$ cat src/rtl/mem_arb.sv
// Two-port arbiter onto one single-port synchronous memory: data port has
// priority, instruction fetch is forced through after STARVE_MAX denials.
module mem_arb #(
  parameter int AW         = 8,
  parameter int DW         = 8,
  parameter int STARVE_MAX = 3
) (
  input  logic          clk,
  input  logic          reset,
  input  logic          if_req,
  input  logic [AW-1:0] if_addr,
  output logic          if_gnt,
  output logic          if_rvalid,
  output logic [DW-1:0] if_rdata,
  input  logic          d_req,
  input  logic          d_we,
  input  logic [AW-1:0] d_addr,
  input  logic [DW-1:0] d_wdata,
  output logic          d_gnt,
  output logic          d_rvalid,
  output logic [DW-1:0] d_rdata,
  output logic          mem_en,
  output logic          mem_we,
  output logic [AW-1:0] mem_addr,
  output logic [DW-1:0] mem_wdata,
  input  logic [DW-1:0] mem_rdata,
  output logic [1:0]    o_dbg_state,
  output logic [1:0]    o_dbg_starve_cnt
);

  // Handshake: a requester raises req with addr/data and holds them stable
  // until it sees gnt in the same cycle; gnt is the accept. Read data returns
  // on the matching rvalid exactly one cycle after the grant, with no backpressure.

  typedef enum logic [1:0] {
    S_IDLE  = 2'd0,
    S_IF_RD = 2'd1,
    S_D_RD  = 2'd2
  } state_t;

  localparam logic [1:0] C_STARVE_MAX = 2'(STARVE_MAX);

  state_t     r_state;
  state_t     w_state_nxt;
  logic [1:0] r_starve_cnt;
  logic [1:0] w_starve_nxt;
  logic       w_if_win;

  always_ff @(posedge clk) begin
    if (reset) begin
      r_state      <= S_IDLE;
      r_starve_cnt <= 2'd0;
    end else begin
      r_state      <= w_state_nxt;
      r_starve_cnt <= w_starve_nxt;
    end
  end

  always_comb begin
    w_if_win     = 1'b0;
    if_gnt       = 1'b0;
    d_gnt        = 1'b0;
    mem_en       = 1'b0;
    mem_we       = 1'b0;
    mem_addr     = '0;
    mem_wdata    = '0;
    if_rvalid    = 1'b0;
    d_rvalid     = 1'b0;
    if_rdata     = '0;
    d_rdata      = '0;
    w_state_nxt  = S_IDLE;
    w_starve_nxt = r_starve_cnt;

    if (!reset) begin
      // Fetch only wins when uncontested or once it has been starved long enough.
      w_if_win = if_req && (!d_req || (r_starve_cnt == C_STARVE_MAX));
      if_gnt   = w_if_win;
      d_gnt    = d_req && !w_if_win;

      if (if_gnt) begin
        mem_en      = 1'b1;
        mem_addr    = if_addr;
        w_state_nxt = S_IF_RD;
      end else if (d_gnt) begin
        mem_en      = 1'b1;
        mem_we      = d_we;
        mem_addr    = d_addr;
        mem_wdata   = d_wdata;
        w_state_nxt = d_we ? S_IDLE : S_D_RD;
      end

      if (!if_req || if_gnt) begin
        w_starve_nxt = 2'd0;
      end else if (r_starve_cnt < C_STARVE_MAX) begin
        w_starve_nxt = r_starve_cnt + 2'd1;
      end

      if_rvalid = (r_state == S_IF_RD);
      d_rvalid  = (r_state == S_D_RD);
      if (if_rvalid) if_rdata = mem_rdata;
      if (d_rvalid)  d_rdata  = mem_rdata;
    end
  end

  assign o_dbg_state      = r_state;
  assign o_dbg_starve_cnt = r_starve_cnt;

endmodule

$ cat config.mk
export PLATFORM = sky130hd
export DESIGN_NAME = mem_arb
export DESIGN_NICKNAME = d
export VERILOG_FILES = /design/src/rtl/mem_arb.sv
export SDC_FILE = /design/constraint.sdc
export NUM_CORES = 1
export LEC_CHECK = 0
export BUFFER_PORTS_ARGS = -buffer_cell sky130_fd_sc_hd__buf_2
export CAP_MARGIN = 20
export CORE_MARGIN = 10
export CORE_UTILIZATION = 25
export DETAILED_ROUTE_END_ITERATION = 7
export PLACE_DENSITY = 0.82
export SLEW_MARGIN = 10
export SYNTH_ARGS = -nofsm -noshare
export SYNTH_HDL_FRONTEND = slang
export SYNTH_SLANG_ARGS = --single-unit
$ cat constraint.sdc
create_clock -name clk -period 2.3 [get_ports clk]
set_input_delay 0.345 -clock clk [delete_from_list [all_inputs] [get_ports clk]]
set_output_delay 0.345 -clock clk [all_outputs]
set_load 0.03 [all_outputs]
# [Yosys cells after proc, flatten, opt, wreduce, memory -nomap -nowiden]
# Index checks and enable logic that the tools add are counted.
[totals] regBits=4 inputBits=37 out_inout_bits=42 wordCells=41
[classes] n_addsub=1 order_cmp=1 n_eq_ne=3 mux=23 bitwise=1 reduce_logical=9
[op_table] op="two-way mux 8 bit" count=10
[op_table] op="two-way mux 1 bit" count=12
[op_table] op="== test 2 bit, second input constant" count=2
[op_table] op="zero test 1 bit" count=3
[op_table] op="OR reduction 3 bit" count=1
[op_table] op="adder 2 x 1 -> 2 bit, second input constant" count=1
[op_table] op="== test 2 x 1 -> 1 bit, second input constant" count=1
[op_table] op="logical AND 1 bit" count=2
[op_table] op="logical OR 1 bit" count=2
[op_table] op="< comparator 2 bit, second input constant" count=1
[op_table] op="two-way mux 2 bit" count=1
[op_table] op="OR reduction 2 bit" count=1
[op_table] op="inverter 1 bit" count=1

# [Longest topological paths before layout]
[depth] depth_word=8 ltp_mapped=5 depth_no_buf=4

# [Worst setup path after synthesis]
# Ideal clock, no wire load.
[synth_path] kind="reg2out" start="reg r_starve_cnt[0], in the netlist o_dbg_starve_cnt[0]" end="out mem_addr[0]" t_arrival_ns=1.596 t_required_ns=1.955 slack_ns=0.359 stages_incl_launch_ff=6 n_path_buf=1 cell_sequence="dfxtp_1 > ha_1 > nand2b_1 > buf_2 > a32oi_1 > nor2_1"
[synth_via] elab_chain_len=8
[synth_lines] item="from (decl)" line="45" text="logic [1:0] r_starve_cnt;"
[synth_lines] item="from (signal assigned)" line="55" text="r_starve_cnt <= w_starve_nxt;"
[synth_lines] item="== test 2 bit *" line="76" text="w_if_win = if_req && (!d_req || (r_starve_cnt == C_STARVE_MAX));"
[synth_lines] item="logical OR 1 bit *" line="76"
[synth_lines] item="logical AND 1 bit *" line="76"
[synth_lines] item="zero test 1 bit" line="78" text="d_gnt = d_req && !w_if_win;"
[synth_lines] item="logical AND 1 bit" line="78"
[synth_lines] item="two-way mux 8 bit" line="84" text="end else if (d_gnt) begin"
[synth_lines] item="two-way mux 8 bit *" line="80" text="if (if_gnt) begin"
[synth_lines] item="two-way mux 8 bit *" line="74" text="if (!reset) begin"
[synth_lines] item="to (decl)" line="24" text="output logic [AW-1:0] mem_addr,"
# Mark *: on every way between the ends. The rest lies on a longest branch, timed or not.

# [Final worst setup path]
[layout_path] start="reg r_starve_cnt[0], in the netlist o_dbg_starve_cnt[0]" end="out mem_addr[6]"
# Same word-level chain as after synthesis.

==> summary.txt <==
Pwr
  – Switching Fraction: around two fifths
  – Max VDD drop: 0.000316 V
  – PwrDens: around 350 mW/mm²
  – Net Sw Power: approximately 130 µW
  – Clock network power share: between 20% and 30%
  – Sequential fraction of design power: 23.6%
  – Leak pwr: between 0.0005 and 0.0006 µW
  – Comb power frac: about half
  – Pint: between 150 and 200 µW

Layout
  – Most frequent cells in the layout: 78 x buf_2, 23 x and2_1, 16 x nor2_1
  – Layout cell share with drive strength beyond 1: 58.2%
  – Ant. Diodes: 0
  – Post-route design area: 901 µm²
  – Layout Area Growth over Synthesis: 91.5%
  – Fillers: between 200 and 250
  – Nets@finish: 186
  – Most common cell after layout, fill and taps aside: buf_2

Floorplan
  – Die W: around 63 µm
  – Full die area: roughly 0.004 mm²
  – IO Pins: between 70 and 80
  – Core Box Area: between 0.0015 and 0.002 mm²
  – Initial Utilization: between 20% and 30%
  – Site Rows: 15
  – Die Span Y: roughly 63 µm

Yosys
  – Area share of the largest cell type after synthesis: about 31%
  – Post-Synth Adder-Cell Area: under 10%
  – Synth unique cells: 15
  – Synth area leaders: and2_1 31%, dfxtp_1 17%, a32oi_1 15%, nor2_1 13%, nand2b_1 5.3%
  – Seq/Total Area, Yosys: approximately 17%
  – Largest area contributor in the netlist: and2_1
  – Mapped Area: between 400 and 500 µm²
  – Post-synthesis simple-gate area fraction: 56.1%
  – XOR/XNOR Fraction of Synth Area: 0%
  – Cells after Synth: a little under 70
  – Ys Warns: 0
  – Synthesis-stage register bit count: 4
  – Combinational family with the most area after synthesis: simple AND/OR/NAND/NOR gates
  – Syn Area/Cell: 6.92 µm²
  – Post-Syn Nets: about 110
  – Compound-Gate Fraction of Synth Area: just under 20%
  – Mux contribution to synthesized area: 0%

Drt
  – Wire per inst: roughly 16 µm
  – Number of DRC markers in iteration 0: 33
  – Vias per cell: 4.56
  – Final ANT Viol Nets: 0
  – WL final: 2690 µm
  – DRC viols: 0
  – First-pass detailed-route iteration total: 4
  – Total number of vias: approximately 800

Clock network
  – H-tree Lvls: 1
  – CTS clock-pin slew for the worst setup and hold paths: about 0.04 ns
  – Clock Path Buffers: 2
  – CTS sink count: 4
  – Post-CTS Hold Fix Bufs: 0
  – Worst skew pair latency: 0.24 ns
  – CTS tree: built
  – CTS Buf Count: 3
  – CTS resizes: 0
  – Clock root cell: clkbuf_4
  – Post-CTS Setup Inserts: 0

Worst setup path
  – Kind of critical path: reg -> out
  – CP Data Required Time: ~2.0 ns
  – Max FO, Critical Path: 9
  – R2R Path Start: o_dbg_starve_cnt[0]$_SDFFE_PP0N_
  – Crit. Startpoint: o_dbg_starve_cnt[0]$_SDFFE_PP0N_
  – CP Cell Sequence: ha_1, nand2b_1, a32oi_1, nor2_1, buf_2
  – Critical Path AT: about 1.7 ns
  – Buf/Inv on CP: 1
  – Critical path's largest stage delay: 0.36 ns
  – Startpoint Class: register
  – Critical path's top delay family: simple AND/OR/NAND/NOR gates
  – Slowest cell on the critical path: nand2b_1
  – CP Capture Type: primary output

STA
  – Worst slew pin tran: between 0.3 and 0.4 ns
  – Endpoints failing hold: 0
  – RSZ-0062 raised after global routing: no
  – Setup Skew: approximately 0.004 ns
  – Minimum clock period: roughly 2.0 ns
  – Setup TNS: 0 ns
  – Fmax: 0.490 GHz
  – Final worst path period share: about nine tenths
  – Max Slew Vio Count: 0
  – Max-slew headroom: between 70 and 80%
  – # setup viols final: 0

Job
  – # Max-Cap Violations: 0

Global route
  – Initial antenna violation count: 0
  – Total track usage: between 10% and 20%
  – Vias in the first global route: about 860
  – Largest net degree at the start of global routing: 14
  – First-pass GRT wire length: 3970 µm
  – Gr ovfl total: 0

Place
  – Dpl hpwl: between 2000 and 2500 µm
  – Placed cell areas: 878 µm²
  – Gpl congestion: ~0.86
  – IO buf count: a little under 80

Hold path
  – Hold_sp: d_we
  – Hold Path Class: in -> reg

Outcome
  – Status: completed
[area by class of cell]
class,count,area (µm²),area share [%]
clock buffer,3,22.5,2.50
multi-input combinational,60,369,41.0
sequential,4,80.1,8.89
tap,25,31.3,3.47
timing repair buffer,79,398,44.2
[kinds of logic after synthesis]
logic type      after synthesis
simple gates                 49
compound gates               10
buf+inv                       4
flops                         4
fa+ha+maj                     1
[cell usage after synthesis (all sizes together)]
master / instances
a32oi: 8
nor3: 1
nor2b: 2
nor3b: 1
a21boi: 2
clkbuf: 1
nand2b: 4
nand2: 2
nor2: 16
buf: 3
and2: 23
ha: 1
dfxtp: 4
[power by group through the flow]
| stage | clock, µW | combinational, µW | sequential, µW |
|---|---|---|---|
| detailed placement | 0 | 152 | 74.6 |
| finish | 87.7 | 151 | 73.5 |
| CTS | 91.4 | 153 | 73.6 |
| global placement | 0 | 148 | 74.5 |
| global route | 98.9 | 163 | 73.8 |
| floorplan | 0 | 83.8 | 79.2 |
[worst register-to-register path, cell delays in order, from the launching register on]
cell and delay [ns]:
dfxtp_1 0.34, ha_1 0.27, nand2b_1 0.36, nand2_1 0.12
nor2_1 0.09
[registers in the layout, indices dropped and copies added, names as in the netlist]
name	flops
o_dbg_state	2
o_dbg_starve_cnt	2
[metal layers]
metal / share of wire, % / vias up / GRT usage [%]
met4: 1.5 / 0 / 3.28
li1: - / 385 / -
met3: 8.8 / 4 / 5.30
met5: 0 / - / 0
met1: 39 / 340 / 12.0
met2: 51 / 51 / 22.1
[path summary, 6_finish.rpt]
| check | depth (start not counted) | to | slack (ns) |
|---|---|---|---|
| setup / recovery | 5 | mem_addr[6] | 0.26 |
| hold / removal | 2 | o_dbg_state[1]$_SDFF_PP0_ | 0.27 |
| setup reg to reg | 4 | o_dbg_state[0]$_SDFF_PP0_ | 1.07 |
| hold reg to reg | 1 | o_dbg_starve_cnt[0]$_SDFFE_PP0N_ | 0.45 |
[metrics by stage]
step                total power, µW  hold slack [ns]  utilization (%)  worst slack, ns  std cells
global placement                223            0.430             49.8            0.624        168
finish                          312            0.275             51.1            0.261        171
global route                    336            0.274             51.1            0.151        171
floorplan                       163            0.417                -            0.359         68
CTS                             318            0.272             51.1            0.273        171
detailed placement              227            0.446             49.8            0.526        168
No activity file was read; power rests on OpenSTA's default activity.
